### src/rtl/exc_arbiter_pkg.sv
// Shared types and constants for the exception arbiter.
// Exception codes follow the MIPS Cause.ExcCode field plus two private codes.
package exc_arbiter_pkg;

  localparam int EXC_CODE_WIDTH = 5;
  localparam int INT_MASK_WIDTH = 8;
  localparam int NSTAGE = 4;

  typedef logic [EXC_CODE_WIDTH-1:0] exc_code_t;

  localparam exc_code_t EC_INT  = 5'd0;
  localparam exc_code_t EC_MOD  = 5'd1;
  localparam exc_code_t EC_TLBL = 5'd2;
  localparam exc_code_t EC_TLBS = 5'd3;
  localparam exc_code_t EC_ADEL = 5'd4;
  localparam exc_code_t EC_ADES = 5'd5;
  localparam exc_code_t EC_SYS  = 5'd8;
  localparam exc_code_t EC_BP   = 5'd9;
  localparam exc_code_t EC_RI   = 5'd10;
  localparam exc_code_t EC_OV   = 5'd12;
  // Not architectural codes; never written into Cause.
  localparam exc_code_t EC_ERET = 5'h1e;
  localparam exc_code_t EC_NONE = 5'h1f;

  typedef enum logic [1:0] {
    ST_IDLE,
    ST_ISSUE,
    ST_WAIT
  } state_t;

  function automatic logic [31:0] epc_of(
    input logic [31:0] pc,
    input logic        bd
  );
    return bd ? pc - 32'd4 : pc;
  endfunction

  // Winner plus every younger stage.
  function automatic logic [NSTAGE-1:0] flush_mask(
    input logic [1:0] w
  );
    logic [NSTAGE-1:0] m;
    for (int i = 0; i < NSTAGE; i++)
      m[i] = (i <= int'(w));
    return m;
  endfunction

endpackage

### src/rtl/exc_arbiter_if.sv
// Stage request bus and cp0 exception bus around the arbiter.
// The slave side is the arbiter; the master side is pipeline plus cp0.
interface exc_arbiter_if;
  import exc_arbiter_pkg::*;

  logic [NSTAGE-1:0]             stg_valid;
  exc_code_t [NSTAGE-1:0]        stg_exc_code;
  logic [NSTAGE-1:0][31:0]       stg_pc;
  logic [NSTAGE-1:0][31:0]       stg_badvaddr;
  logic [NSTAGE-1:0]             stg_bd;
  logic                          status_ie;
  logic                          status_exl;
  logic [INT_MASK_WIDTH-1:0]     status_im;
  logic [INT_MASK_WIDTH-1:0]     cause_ip;
  logic                          exc_jmp_flag;
  exc_code_t                     exc_code;
  logic [31:0]                   exc_epc;
  logic [31:0]                   exc_badvaddr;
  logic [NSTAGE-1:0]             flush;
  logic                          busy;
  logic                          err;

  modport master (
    output stg_valid, stg_exc_code, stg_pc,
    output stg_badvaddr, stg_bd,
    output status_ie, status_exl, status_im,
    output cause_ip, exc_jmp_flag,
    input  exc_code, exc_epc, exc_badvaddr,
    input  flush, busy, err
  );

  modport slave (
    input  stg_valid, stg_exc_code, stg_pc,
    input  stg_badvaddr, stg_bd,
    input  status_ie, status_exl, status_im,
    input  cause_ip, exc_jmp_flag,
    output exc_code, exc_epc, exc_badvaddr,
    output flush, busy, err
  );

endinterface

### src/rtl/exc_prio_sel.sv
// Precise-exception priority: interrupt, then oldest stage (MEM) down to IF.
// int_pend must already be qualified by a live MEM instruction.
module exc_prio_sel
  import exc_arbiter_pkg::*;
(
  input  logic [NSTAGE-1:0] req,
  input  logic              int_pend,
  output logic [1:0]        win,
  output logic              win_int,
  output logic              win_vld
);

  always_comb begin
    win     = 2'd0;
    win_int = 1'b0;
    win_vld = 1'b1;
    if (int_pend) begin
      win     = 2'd3;
      win_int = 1'b1;
    end else if (req[3]) begin
      win = 2'd3;
    end else if (req[2]) begin
      win = 2'd2;
    end else if (req[1]) begin
      win = 2'd1;
    end else if (req[0]) begin
      win = 2'd0;
    end else begin
      win_vld = 1'b0;
    end
  end

endmodule

### src/rtl/exc_arbiter.sv
// Picks one exception/interrupt, hands it to cp0 for a single cycle and
// holds the pipeline flushed until cp0 reports the vector jump.
module exc_arbiter
  import exc_arbiter_pkg::*;
#(
  parameter int JMP_TIMEOUT = 4
) (
  input logic         clk,
  input logic         rst,
  exc_arbiter_if.slave bus
);

  localparam int CW = $clog2(JMP_TIMEOUT + 1);

  state_t            state;
  logic [CW-1:0]     cnt;
  logic [CW-1:0]     cnt_inc;
  exc_code_t         code_q;
  logic [31:0]       epc_q;
  logic [31:0]       bad_q;
  logic [NSTAGE-1:0] flush_q;
  logic              busy_q;
  logic              err_q;

  logic [NSTAGE-1:0] req;
  logic              int_pend;
  logic [1:0]        win;
  logic              win_int;
  logic              win_vld;

  always_comb begin
    req = '0;
    for (int i = 0; i < NSTAGE; i++)
      req[i] = bus.stg_valid[i] &&
               (bus.stg_exc_code[i] != EC_NONE);
  end

  assign int_pend = bus.status_ie & ~bus.status_exl
                  & |(bus.cause_ip & bus.status_im)
                  & bus.stg_valid[3];

  exc_prio_sel u_sel (
    .req      (req),
    .int_pend (int_pend),
    .win      (win),
    .win_int  (win_int),
    .win_vld  (win_vld)
  );

  assign cnt_inc = cnt + 1'b1;

  always_ff @(posedge clk) begin
    if (rst) begin
      state   <= ST_IDLE;
      cnt     <= '0;
      code_q  <= EC_NONE;
      epc_q   <= '0;
      bad_q   <= '0;
      flush_q <= '0;
      busy_q  <= 1'b0;
      err_q   <= 1'b0;
    end else begin
      unique case (state)
        ST_IDLE: begin
          if (win_vld) begin
            state   <= ST_ISSUE;
            code_q  <= win_int ? EC_INT
                               : bus.stg_exc_code[win];
            epc_q   <= epc_of(bus.stg_pc[win],
                              bus.stg_bd[win]);
            bad_q   <= bus.stg_badvaddr[win];
            flush_q <= flush_mask(win);
            busy_q  <= 1'b1;
          end
        end
        ST_ISSUE: begin
          state  <= ST_WAIT;
          code_q <= EC_NONE;
          cnt    <= '0;
        end
        ST_WAIT: begin
          if (bus.exc_jmp_flag) begin
            state   <= ST_IDLE;
            flush_q <= '0;
            busy_q  <= 1'b0;
          end else if (cnt_inc == CW'(JMP_TIMEOUT)) begin
            state   <= ST_IDLE;
            flush_q <= '0;
            busy_q  <= 1'b0;
            err_q   <= 1'b1;
          end else begin
            cnt <= cnt_inc;
          end
        end
        default: state <= ST_IDLE;
      endcase
    end
  end

  assign bus.exc_code     = code_q;
  assign bus.exc_epc      = epc_q;
  assign bus.exc_badvaddr = bad_q;
  assign bus.flush        = flush_q;
  assign bus.busy         = busy_q;
  assign bus.err          = err_q;

endmodule

### src/flat_wrapper.sv
// flat-port wrapper written by rule: the top's interface ports become plain ports
module exc_arbiter_flat import exc_arbiter_pkg::*;
#(
  parameter int JMP_TIMEOUT = 4
)
  (clk, rst, bus_stg_valid, bus_stg_exc_code, bus_stg_pc, bus_stg_badvaddr, bus_stg_bd, bus_status_ie, bus_status_exl, bus_status_im, bus_cause_ip, bus_exc_jmp_flag, bus_exc_code, bus_exc_epc, bus_exc_badvaddr, bus_flush, bus_busy, bus_err);
  exc_arbiter_if bus_i ();
  input logic clk;
  input logic rst;
  input wire logic [$bits(bus_i.stg_valid)-1:0] bus_stg_valid;
  input wire logic [$bits(bus_i.stg_exc_code)-1:0] bus_stg_exc_code;
  input wire logic [$bits(bus_i.stg_pc)-1:0] bus_stg_pc;
  input wire logic [$bits(bus_i.stg_badvaddr)-1:0] bus_stg_badvaddr;
  input wire logic [$bits(bus_i.stg_bd)-1:0] bus_stg_bd;
  input wire logic [$bits(bus_i.status_ie)-1:0] bus_status_ie;
  input wire logic [$bits(bus_i.status_exl)-1:0] bus_status_exl;
  input wire logic [$bits(bus_i.status_im)-1:0] bus_status_im;
  input wire logic [$bits(bus_i.cause_ip)-1:0] bus_cause_ip;
  input wire logic [$bits(bus_i.exc_jmp_flag)-1:0] bus_exc_jmp_flag;
  output wire logic [$bits(bus_i.exc_code)-1:0] bus_exc_code;
  output wire logic [$bits(bus_i.exc_epc)-1:0] bus_exc_epc;
  output wire logic [$bits(bus_i.exc_badvaddr)-1:0] bus_exc_badvaddr;
  output wire logic [$bits(bus_i.flush)-1:0] bus_flush;
  output wire logic [$bits(bus_i.busy)-1:0] bus_busy;
  output wire logic [$bits(bus_i.err)-1:0] bus_err;
  assign bus_i.stg_valid = bus_stg_valid;
  assign bus_i.stg_exc_code = bus_stg_exc_code;
  assign bus_i.stg_pc = bus_stg_pc;
  assign bus_i.stg_badvaddr = bus_stg_badvaddr;
  assign bus_i.stg_bd = bus_stg_bd;
  assign bus_i.status_ie = bus_status_ie;
  assign bus_i.status_exl = bus_status_exl;
  assign bus_i.status_im = bus_status_im;
  assign bus_i.cause_ip = bus_cause_ip;
  assign bus_i.exc_jmp_flag = bus_exc_jmp_flag;
  assign bus_exc_code = bus_i.exc_code;
  assign bus_exc_epc = bus_i.exc_epc;
  assign bus_exc_badvaddr = bus_i.exc_badvaddr;
  assign bus_flush = bus_i.flush;
  assign bus_busy = bus_i.busy;
  assign bus_err = bus_i.err;
  exc_arbiter #(.JMP_TIMEOUT(JMP_TIMEOUT)) u_core (.clk(clk), .rst(rst), .bus(bus_i));
endmodule
### config.mk
export PLATFORM = sky130hd
export DESIGN_NAME = exc_arbiter_flat
export DESIGN_NICKNAME = d
export VERILOG_FILES = /design/src/rtl/exc_arbiter_pkg.sv /design/src/rtl/exc_arbiter_if.sv /design/src/rtl/exc_prio_sel.sv /design/src/rtl/exc_arbiter.sv /design/src/flat_wrapper.sv
export SDC_FILE = /design/constraint.sdc
export NUM_CORES = 1
export LEC_CHECK = 0
export CAP_MARGIN = 20
export CELL_PAD_IN_SITES_DETAIL_PLACEMENT = 1
export CELL_PAD_IN_SITES_GLOBAL_PLACEMENT = 1
export CORE_MARGIN = 2
export CORE_UTILIZATION = 25
export CTS_BUF_LIST = sky130_fd_sc_hd__clkbuf_8
export CTS_CLUSTER_SIZE = 24
export DETAILED_ROUTE_END_ITERATION = 10
export PLACE_DENSITY = 0.89
export SLEW_MARGIN = 20
export SYNTH_ARGS = -nofsm -noshare
export SYNTH_HDL_FRONTEND = slang
export SYNTH_HIERARCHICAL = 1
export SYNTH_SLANG_ARGS = --single-unit
### constraint.sdc
create_clock -name clk -period 5 [get_ports clk]
set_input_delay 1 -clock clk [delete_from_list [all_inputs] [get_ports clk]]
set_output_delay 1 -clock clk [all_outputs]
set_load 0.03 [all_outputs]
Word level (Yosys, flattened, before mapping) --
Index checks and enable logic that the tools add are counted.
Word-level totals: bits in registers 80, input bits 305
Cells by class: $add $sub $neg 2, mux-type cells 37, magnitude comparators 4, bitwise gates (word level) 6, eq/ne operators 11, reduce and logical (&&, ||, !) cells 15
Operator list (count):
- binary-select mux 32 bit (select 2 bit) | 2
- two-way mux 32 bit | 3
- subtractor 32 x 3 -> 32 bit, second input constant | 1
- inequality test 5 bit, second input constant | 4
- two-way mux 5 bit | 3
- two-way mux 2 bit | 6
- two-way mux 4 bit | 3
- two-way mux 1 bit | 11
- binary-select mux 5 bit (select 2 bit) | 1
- one-hot mux 5 bit (2 select lines) | 1
- AND reduction 3 bit | 3
- AND 8 bit | 1
- one-hot mux 4 bit (2 select lines) | 1
- OR reduction 8 bit | 1
- two-way mux 3 bit | 2
- inequality test 2 bit, second input constant | 3
- one-hot mux 2 bit (3 select lines) | 1
- one-hot mux 3 bit (2 select lines) | 1
- AND reduction 2 bit | 3
- nonzero test 2 bit | 3
- less-or-equal comparator 2 bit, first input constant | 2
- logical AND 1 bit | 4
- adder 3 x 1 -> 3 bit, second input constant | 1
- AND 1 bit | 3
- other kinds (10) | 11

Logic depth before layout (Yosys ltp) --
Gate-level depths: netlist (run 1).
word-level depth 11, mapped depth 16, depth with buffers taken out 13

Modules after synthesis --
Netlist (run 1), hierarchy kept.
Modules (own cells, without submodules):
- exc_arbiter | area each 5182.5 µm², sequential area each 1581.5 µm², times used 1, cells an instance 514
- exc_prio_sel | area each 37.5 µm², sequential area each 0.0 µm², times used 1, cells an instance 6

Worst setup path before layout (run 1) --
No wires, ideal clock.
path kind input port to flip-flop, from input bus_cause_ip[1], to register u_core.epc_q[29], in the netlist u_core/bus.exc_epc[29], arrival 4.447 ns, library setup time 0.091 ns, stages 14, setup slack 0.463 ns, cell sequence a22o_1 a221oi_1 a211oi_1 nor2_1 o21ai_0 buf_6 buf_6 buf_6 buf_1 mux4_2 nor4_2 nand4_2 or4_1 a311oi_1
On the way: longest elaborated chain between the ends 9, elaborated cells between the ends (all ways) 13, classes of those cells add/sub (1); mux (7); bitwise (3); reduce/logical (2)
Ends and longest elaborated chain:
- start, declared | line flat_wrapper.sv:18 | input wire logic [$bits(bus_i.cause_ip)-1:0] bus_cause_ip;
- AND 8 bit * | line exc_arbiter.sv:39 | & |(bus.cause_ip & bus.status_im)
- OR reduction 8 bit * | line exc_arbiter.sv:39
- AND 1 bit * | line exc_arbiter.sv:39
- AND 1 bit * | line exc_arbiter.sv:40 | & bus.stg_valid[3];
- via u_core.int_pend | line exc_arbiter.sv:26 | logic int_pend;
- two-way mux 2 bit * | line exc_prio_sel.sv:17 | if (int_pend) begin
- via u_core.win[0] | line exc_arbiter.sv:27 | logic [1:0] win;
- binary-select mux 32 bit (select 2 bit) | line exc_arbiter.sv:69 | epc_q <= epc_of(bus.stg_pc[win],
- two-way mux 32 bit (implied by the code) | line exc_arbiter.sv:69
- subtractor 32 x 3 -> 32 bit | line exc_arbiter_pkg.sv:35 | return bd ? pc - 32'd4 : pc;
- two-way mux 32 bit * | line exc_arbiter_pkg.sv:35
- end signal, assigned | line exc_arbiter.sv:69
- end, declared | line exc_arbiter.sv:19 | logic [31:0] epc_q;
Mark *: on every way through the listed nets, which the timed path passes. The rest lies on a longest branch. The select of a mux whose other input is x is not followed. A chain may end at the register's enable or synchronous reset.

Worst setup path after layout (run 1) --
from input bus_status_im[1], to register u_core.epc_q[28], in the netlist u_core/bus.exc_epc[28]
On the way: longest elaborated chain between the ends 9, elaborated cells between the ends (all ways) 13, classes of those cells add/sub (1); mux (7); bitwise (3); reduce/logical (2)
Ends and longest elaborated chain:
- start, declared | line flat_wrapper.sv:17 | input wire logic [$bits(bus_i.status_im)-1:0] bus_status_im;
- AND 8 bit * | line exc_arbiter.sv:39
- OR reduction 8 bit * | line exc_arbiter.sv:39
- AND 1 bit * | line exc_arbiter.sv:39
- AND 1 bit * | line exc_arbiter.sv:40
- via u_core.int_pend | line exc_arbiter.sv:26
- two-way mux 2 bit * | line exc_prio_sel.sv:17
- via u_core.win[1] | line exc_arbiter.sv:27
- binary-select mux 32 bit (select 2 bit) | line exc_arbiter.sv:69
- two-way mux 32 bit (implied by the code) | line exc_arbiter.sv:69
- subtractor 32 x 3 -> 32 bit | line exc_arbiter_pkg.sv:35
- two-way mux 32 bit * | line exc_arbiter_pkg.sv:35
Marked as above.

==> metrics.cfg, run 1 <==
[synthesis]
ys_top_cells_by_count=nand2_1 (90), dfxtp_1 (79), mux4_2 (70)
syn_nets=828
yosysTopAreaCell=dfxtp_1
synth_top_area_share_pct=30.3
synth_cells=520
ys_warn_count=6
synth.most_common_cell=nand2_1
avgSynthCellArea_um2=10.0
async_flop_share_pct=0
synth-edff-count=0
synth-seq-cells=79
ys_seq_area_share_pct=30.3
synth_cell_type_count=48
syn_area_um2=5220
yosys-top-cells-area=dfxtp_1 (30%), mux4_2 (30%), nand2_1 (6.5%)
synthFlopType=dfxtp_1

[clocking]
cts_max_level=3
cts_buffers=9
insertion_delay_ns=0.37
clockRootBuffer=clkbuf_8
cts.path.max_buffers=2
tritoncts=yes
path_clk_slew_ns=0.08
postCtsSetupRepairBufs=0
clkSinkCount=79

[routing]
drt_iter0_markers=295
via_count=6092
wl_um=27200
drtAntennaViolNets=0
via_per_inst=5.12
dr.pass1.iters=5
drt_drc_violations_left=0
wire_per_inst_um=22.9

[timing]
period_needed_ns=4.73
setup_ws_ns=0.269
tightest_slew_ns=0.752
slew_viol_final=0
slew_headroom_pct=49.9
setup-violations-final=0
period_share_pct=94.6
fin_skew_ns=0.00974
whs_ns=0.457
finalSetupTns_ns=0
rsz0062_at_grt=no
fmax_ghz=0.211
hold_viol=0

[worst_setup_path]
rr_worst_depth=7
cp_max_fo=15
crit_required_ns=5.27
cp-start-kind=input pin
arrival_ns=5.01
critical_path_class=input pin to flop
end_kind=flop

[die]
io_pins=380
rows=52
die_x_um=149
die_h_um=149
core_area_um2=20400
start_util_pct=25.6
die_area_um2=22100

[global_route]
antenna_found_initial=0
grt_pass1_wl_um=40300
grt_max_degree=48
grt.overflow.total=0
grt_pass1_vias=6774
grtUsageTotal_pct=24.3

[placement]
port_buffers=379
place_area_um2=9560
pre_cts_ws_ns=-0.113
hpwl_um=23000
gp_congestion=0.857
place_inst=1176

[final_layout]
final_layout_size_suffix_gt1_share_pct=16.3
diodes=0
postLayoutCoreUtil_pct=48.1
nets=1225
area_growth_pct=87.5
fin_cells=1191
finalInstanceArea_um2=9790

[power]
vdd_ir_drop_max_uv=133
switching_share_pct=35.2
pwr-share-seq_pct=31.3
p_sw_mw=0.861
pwr_density_cell_nw_per_um2=250
intPower_mw=1.59
combinationalPowerShare_pct=46.5
p_clk_share_pct=22.2
totalPowerFinal_mw=2.45
leakage_nw=3.55

[job]
maxCapViolations=0

[hold_path]
holdPathStages=2
hold_path.class=flop to flop

[status]
status=completed

[state kept, by name, summed over array words and instances, names as in the netlist]
register                 count
u_core/bus.exc_code          5
u_core/cnt                   3
u_core/bus.exc_badvaddr     32
u_core/bus.flush             4
u_core/bus.err               1
u_core/bus.exc_epc          32
u_core/state                 2
[metal layers]
metal,global-route usage (%),wire (µm),part of all wire [%]
met5,0,0,0
met4,7.90,627,2.3
met3,3.62,1350,5.0
met2,45.9,14900,55
met1,28.0,10300,38
[layout make-up]
class / instances / area (µm²)
clock inverters: 5 / 81.3
fillers: 2262 / 10600
clock buffers: 10 / 138
flip-flops and latches: 79 / 1580
multi-input cells: 394 / 3450
inverters: 4 / 15.0
well taps: 270 / 338
repair buffers: 429 / 4180
[power by group through the flow]
stage / logic (mW) / registers, mW / clock network [mW]
3_3_place_gp: 1.10 / 0.774 / 0
5_1_grt: 1.20 / 0.775 / 0.583
3_5_place_dp: 1.13 / 0.781 / 0
4_1_cts: 1.14 / 0.767 / 0.558
2_1_floorplan: 0.395 / 0.923 / 0
6_report: 1.14 / 0.767 / 0.544
[path summary, 6_finish.rpt]
| kind | slack, ns | endpoint | start |
|---|---|---|---|
| setup / recovery | 0.27 | u_core/bus.exc_epc[28] | bus_status_im[1] |
| hold reg to reg | 0.46 | u_core/bus.exc_badvaddr[0] | u_core/bus.exc_badvaddr[0] |
| hold / removal | 0.46 | u_core/bus.exc_badvaddr[0] | u_core/bus.exc_badvaddr[0] |
| setup reg to reg | 3.15 | u_core/bus.flush[3] | u_core/cnt[0] |
[critical path, cell delays in order]
cell             delay [ns]
clkdlybuf4s50_1        0.43
a22o_1                 0.21
a221oi_1               0.27
a211oi_2               0.14
buf_4                  0.16
or3_4                  0.42
buf_12                 0.18
buf_4                  0.19
mux4_2                 0.34
or4_1                  0.57
nor4_2                 0.32
nand3_1                0.18
or3_1                  0.34
a311oi_1               0.25
[logic make-up (layout without fill, tap and decap cells)]
group / after synthesis / after routing / share of synthesized area (%)
mux: 71 / 71 / 30.4
compound gates: 103 / 103 / 12.7
simple gates: 197 / 197 / 18.6
xor+xnor: 20 / 20 / 3.36
flops: 79 / 79 / 30.3
fa+ha+maj: 3 / 3 / 0.719
buf+inv: 47 / 448 / 3.98
[layout by cell type, fill, tap and decap left out, types with 3 or more instances in the layout]
| master | Yosys | layout |
|---|---|---|
| a22o_1 | 4 | 4 |
| o21ai_0 | 8 | 7 |
| ha_1 | 3 | 3 |
| a21oi_1 | 45 | 45 |
| and2_1 | 4 | 3 |
| clkdlybuf4s50_1 | 0 | 378 |
| nand4_1 | 4 | 4 |
| a22oi_1 | 5 | 5 |
| xor2_1 | 12 | 12 |
| nor2b_1 | 4 | 4 |
| o21a_1 | 4 | 4 |
| inv_1 | 4 | 4 |
| nor2_1 | 43 | 43 |
| or4_1 | 6 | 6 |
| a211oi_1 | 19 | 18 |
| clkbuf_8 | 0 | 10 |
| a311oi_1 | 8 | 8 |
| xnor2_1 | 8 | 8 |
| or3_1 | 7 | 7 |
| nand3_1 | 9 | 9 |
| nor3_1 | 7 | 7 |
| nand2b_1 | 5 | 5 |
| mux4_2 | 70 | 70 |
| nand2_1 | 90 | 89 |
| buf_4 | 2 | 48 |
| dfxtp_1 | 79 | 79 |
| nor4_1 | 3 | 3 |
[repair_timing]
action / CTS / global route
endpoints found under the setup margin: 0 / 3
hold buffers: 0 / 0
resized for setup: 0 / 2
(Power assumes the default switching activity.)
==> inputs of run 2 (changes only) <==
- ABC_AREA: unset -> 1
- PLACE_DENSITY: 0.89 -> 0.9
==> metrics.cfg, run 2 <==
[routing]
drt_iter0_markers=434  ; +47%
wl_um=32800  ; +20%
wire_per_inst_um=19.0  ; -17%
drt_drc_violations_left=0  ; unchanged
via_count=8339  ; +37%
dr.pass1.iters=5  ; unchanged
via_per_inst=4.84  ; -5.4%
drtAntennaViolNets=0  ; unchanged

[synthesis]
yosys-top-cells-area=dfxtp_1 (25%), nand2_1 (18%), nor2_1 (8.8%)
async_flop_share_pct=0  ; unchanged
synth-edff-count=0  ; unchanged
synth_top_area_share_pct=25.3  ; -5.0 points
syn_nets=1360  ; +64%
synth_cell_type_count=43  ; -10%
ys_top_cells_by_count=nand2_1 (292), nor2_1 (146), inv_1 (137)
syn_area_um2=6260  ; +20%
yosysTopAreaCell=dfxtp_1
synthFlopType=dfxtp_1
synth_cells=1052  ; +100%
synth-seq-cells=79  ; unchanged
avgSynthCellArea_um2=5.95  ; -41%
ys_warn_count=6  ; unchanged
synth.most_common_cell=nand2_1
ys_seq_area_share_pct=25.3  ; -5.0 points

[power]
pwr_density_cell_nw_per_um2=247  ; -1.1%
leakage_nw=4.72  ; +33%
vdd_ir_drop_max_uv=118  ; -11%

[global_route]
antenna_found_initial=3  ; +3
grt.overflow.total=0  ; unchanged
grt_pass1_vias=8958  ; +32%
grtUsageTotal_pct=24.4  ; +0.086 points
grt_max_degree=59  ; +23%
grt_pass1_wl_um=49700  ; +23%

[worst_setup_path]
end_kind=flop
crit_required_ns=5.28  ; about the same
cp-start-kind=input pin
arrival_ns=4.40  ; -0.61 ns
critical_path_class=input pin to flop
cp_max_fo=39  ; +24

[timing]
fin_skew_ns=0.0115  ; +0.00175 ns
fmax_ghz=0.243  ; +15%
hold_viol=0  ; unchanged
period_share_pct=82.4  ; -12 points
tightest_slew_ns=1.06  ; +0.304 ns
slew_viol_final=0  ; unchanged
rsz0062_at_grt=no
period_needed_ns=4.12  ; -0.612 ns
finalSetupTns_ns=0  ; unchanged
slew_headroom_pct=29.4  ; -20 points
setup-violations-final=0  ; unchanged

[placement]
hpwl_um=26300  ; +14%
port_buffers=379  ; unchanged
place_inst=1706  ; +45%
gp_congestion=0.896  ; +4.6%
place_area_um2=10200  ; +7.2%

[job]
maxCapViolations=0  ; unchanged

[clocking]
cts_max_level=3  ; unchanged
clockRootBuffer=clkbuf_8
cts_resized=0  ; unchanged
path_clk_slew_ns=0.10  ; +0.02 ns
cts.path.max_buffers=2  ; unchanged
insertion_delay_ns=0.37  ; about the same
cts_buffers=9  ; unchanged
postCtsSetupRepairBufs=0  ; unchanged
hold_buffers=0  ; unchanged
tritoncts=yes
clkSinkCount=79  ; unchanged

[final_layout]
fin_cells=1724  ; +45%
nets=1701  ; +39%
finalInstanceArea_um2=10500  ; +6.9%
layout_commonest_cell=clkdlybuf4s50_1
multiInputGateArea_um2=3800  ; +10%
layout_common_cells=clkdlybuf4s50_1 (379), nand2_1 (289), nor2_1 (145)
fillers=3151  ; +39%
final_layout_size_suffix_gt1_share_pct=5.51  ; -11 points
seqCellArea_um2=1580  ; unchanged
area_growth_pct=67.1

[die]
io_pins=380  ; unchanged
die_h_um=162  ; +9.2%
die_x_um=162  ; +9.2%
core_area_um2=24500  ; +20%
rows=57  ; +9.6%
start_util_pct=25.6  ; -0.043 points
die_area_um2=26300  ; +19%

[status]
status=completed

[hold_path]
hold_path.class=flop to flop

## run 2: power by group
part	leakage (nW)	internal, mW	total (mW)	switching (mW)
Sequential	0.656	0.721	0.776	0.0555
Clock	0.108	0.248	0.527	0.280
Combinational	3.96	0.553	1.28	0.731
## run 2: cell families (layout without fill, tap and decap cells)
group | after synthesis | in the layout | share of synthesized area (%)
simple gates | 579 | 579 | 39.5
buf+inv | 209 | 555 | 14.4
compound gates | 170 | 170 | 18.6
flops | 79 | 79 | 25.3
xor+xnor | 12 | 12 | 1.68
fa+ha+maj | 3 | 3 | 0.600
other cells | 0 | 2 | 0
## run 2: final cells by class
cell class              instances  share of cell area (%)
well taps                     324                    3.88
multi-input cells             764                    36.4
flip-flops and latches         79                    15.1
diodes                          2                  0.0478
clock buffers                  10                    1.32
clock inverters                 6                   0.658
repair buffers                395                    37.4
inverters                     144                    5.22
## run 2: worst max-delay path, stage by stage
cell and delay [ns]:
clkdlybuf4s50_1 0.45, inv_1 0.11, nor2_1 0.13, nand2_1 0.06, a21oi_1 0.29, nor2_2 0.14
nand2_4 0.25, inv_2 0.17, buf_4 0.20, nor2_4 0.79, inv_1 0.17, o221ai_1 0.29
inv_1 0.07, nand3_1 0.08, nand3_1 0.07, nand2_1 0.09, inv_1 0.03
## run 2: stage by stage
stage | hold WS [ns] | setup slack [ns] | utilization [%] | total power [mW]
finish | 0.470 | 0.881 | 42.8 | 2.59
global route | 0.499 | 0.538 | 42.8 | 2.74
CTS | 0.477 | 0.829 | 42.7 | 2.61
detailed placement | 0.462 | 0.415 | 41.9 | 2.07
global placement | 0.452 | 0.534 | 41.9 | 2.04
floorplan | 0.452 | 1.64 | - | 1.46
## run 2: metal layers
layer | wire (µm) | vias up | global-route usage (%)
li1 | - | 4078 | -
met1 | 13700 | 3907 | 29.2
met2 | 16200 | 284 | 42.7
met3 | 1910 | 68 | 5.57
met4 | 1040 | 2 | 8.69
met5 | 11 | - | 0
## run 2: final timing paths
path                                           from                          end  slack, ns  depth (start not counted)
worst max-delay path               bus_stg_valid[3]       u_core/bus.exc_epc[31]       0.88                         17
worst min-delay path            u_core/bus.flush[1]          u_core/bus.flush[1]       0.47                          2
worst min register to register  u_core/bus.flush[1]          u_core/bus.flush[1]       0.47                          2
worst max register to register      u_core/state[0]  u_core/bus.exc_badvaddr[26]       2.62                          6
==> inputs of run 3 (changes only) <==
- CORE_UTILIZATION: 25 -> 22
- PLACE_DENSITY: 0.9 -> 0.84
- clock period: 5 -> 3.6 ns (I/O delays scaled with it)
==> metrics.cfg, run 3 (same netlist as run 2, synthesis figures left out) <==
[die]
core_area_um2=27900  ; +14%
die_x_um=173  ; +6.4%
die_area_um2=29800  ; +13%
io_pins=380  ; unchanged
die_h_um=173  ; +6.4%
rows=61  ; +7.0%
start_util_pct=22.4  ; -3.2 points

[clocking]
clockRootBuffer=clkbuf_8
hold_buffers=0  ; unchanged
clkSinkCount=79  ; unchanged
path_clk_slew_ns=0.10  ; about the same
tritoncts=yes
cts_max_level=3  ; unchanged
insertion_delay_ns=0.37  ; about the same
cts.path.max_buffers=2  ; unchanged
cts_buffers=9  ; unchanged

[final_layout]
area_growth_pct=79.9
diodes=0  ; -2
nets=1785  ; +4.9%
multiInputGateArea_um2=3810  ; +0.26%
final_layout_size_suffix_gt1_share_pct=11.1  ; +5.6 points
layout_common_cells=clkdlybuf4s50_1 (379), nand2_1 (288), nor2_1 (144)
fin_cells=1860  ; +7.9%
seqCellArea_um2=1580  ; unchanged
layout_commonest_cell=clkdlybuf4s50_1
fillers=3591  ; +14%

[placement]
place_inst=1844  ; +8.1%
port_buffers=379  ; unchanged
gp_congestion=0.879  ; -1.9%
hpwl_um=27800  ; +6.0%

[timing]
slew_headroom_pct=49.1  ; +20 points
period_share_pct=94.6
whs_ns=0.486  ; +0.0162 ns
setup-violations-final=0  ; unchanged
fin_skew_ns=0.0112  ; -0.000308 ns
fmax_ghz=0.294
tightest_slew_ns=0.759  ; -0.297 ns
period_needed_ns=3.40
slew_viol_final=0  ; unchanged
hold_viol=0  ; unchanged

[power]
totalPowerFinal_mw=3.71  ; +43%
vdd_ir_drop_max_uv=170  ; +44%
leakage_nw=5.15  ; +9.2%
pwr_density_cell_nw_per_um2=330  ; +33%

[routing]
drtAntennaViolNets=0  ; unchanged
dr.pass1.iters=5  ; unchanged
drt_iter0_markers=441  ; +1.6%
via_count=8640  ; +3.6%
via_per_inst=4.65  ; -4.0%
wire_per_inst_um=18.2  ; -4.5%
drt_drc_violations_left=0  ; unchanged
wl_um=33800  ; +3.0%

[hold_path]
hold_path.class=flop to flop
holdCritStartpoint=u_core/bus.exc_code[4]
hold_end=u_core/bus.exc_code[4]
holdPathStages=2  ; unchanged

[global_route]
antenna_found_initial=0  ; -3
grtUsageTotal_pct=22.0  ; -2.4 points
grt_max_degree=47  ; -20%
grt.overflow.total=0  ; unchanged
grt_pass1_wl_um=51700  ; +3.9%
grt_pass1_vias=9188  ; +2.6%

[worst_setup_path]
path_cells=clkdlybuf4s50_1, a22o_1, a221oi_1, a21oi_1, nor2_2, nand2_4, buf_12, nor2_1, nor2_1, nand2_1, nand2_1, nor2_1, nand2_1, nor2_2, buf_4, nand4_1, nand2_1, nand3_1, nand2_1, inv_1
path_common_cell=nand2_1
end_kind=flop
reg2reg_slack_ns=1.64  ; -0.98 ns
crit_required_ns=3.88  ; -1.40 ns
cpPeakStageDelay_ns=0.42  ; -0.37 ns
arrival_ns=3.69  ; -0.71 ns
cp_max_fo=46  ; +18%
critPathSlowestCell=clkdlybuf4s50_1
critical_path_class=input pin to flop
r2r-end=u_core/bus.exc_epc[2]
regToRegStartpoint=u_core/state[0]
rr_worst_depth=7  ; +1
cp-start-kind=input pin

[job]
maxCapViolations=0  ; unchanged

[status]
status=completed

run 3: per-layer routing:
layer / GRT usage [%] / share of wire (%)
met5: 0 / 0
met1: 26.4 / 43
met3: 5.17 / 5.8
met4: 7.20 / 3.2
met2: 38.7 / 48
run 3: final cells by class:
class / count / area share (%)
repair buffers: 479 / 41.5
multi-input cells: 764 / 33.9
flip-flops and latches: 79 / 14.0
inverters: 144 / 4.84
well taps: 378 / 4.20
clock buffers: 9 / 1.10
clock inverters: 7 / 0.489
run 3: what timing repair did:
item | 4_1_cts | 5_1_grt
gates resized for setup | 0 | 5
setup endpoints to repair | 0 | 5
buffers inserted | 0 | 0
hold endpoints to repair | 0 | 0
run 3: how the worst max path moves through the flow:
stage | start | end | slack (ns)
2_1_floorplan | bus_cause_ip[0] | u_core/bus.exc_epc[22] | 0.52
4_1_cts | bus_cause_ip[0] | u_core/bus.exc_epc[31] | 0.19
5_1_grt | bus_cause_ip[0] | u_core/bus.exc_epc[10] | -0.002
3_3_place_gp | bus_cause_ip[0] | u_core/bus.exc_epc[8] | -0.10
6_report | bus_cause_ip[1] | u_core/bus.exc_epc[31] | 0.20
3_5_place_dp | bus_cause_ip[1] | u_core/bus.exc_epc[30] | -0.21
run 3: power by group:
group | internal, mW | total [mW] | switching, mW
Sequential | 1.00 | 1.08 | 0.0802
Clock | 0.260 | 0.668 | 0.409
Combinational | 0.908 | 1.96 | 1.05
Total | 2.17 | 3.71 | 1.54
run 3: metrics by stage:
| stage | util [%] | setup WS [ns] | cell area [µm²] | TNS (ns) |
|---|---|---|---|---|
| finish | 40.3 | 0.195 | 11300 | 0 |
| global route | 40.3 | -0.00183 | 11300 | -0.00183 |
| CTS | 40.3 | 0.185 | 11200 | 0 |
| detailed placement | 39.6 | -0.215 | 11100 | -2.69 |
| global placement | 39.6 | -0.104 | 11100 | -0.432 |
| floorplan | - | 0.520 | 6260 | 0 |
run 3: worst max-delay path, delay by kind of cell:
family | cells | cell delay (ns)
buf+inv | 4 | 0.80
compound gates | 3 | 0.63
simple gates | 13 | 1.51
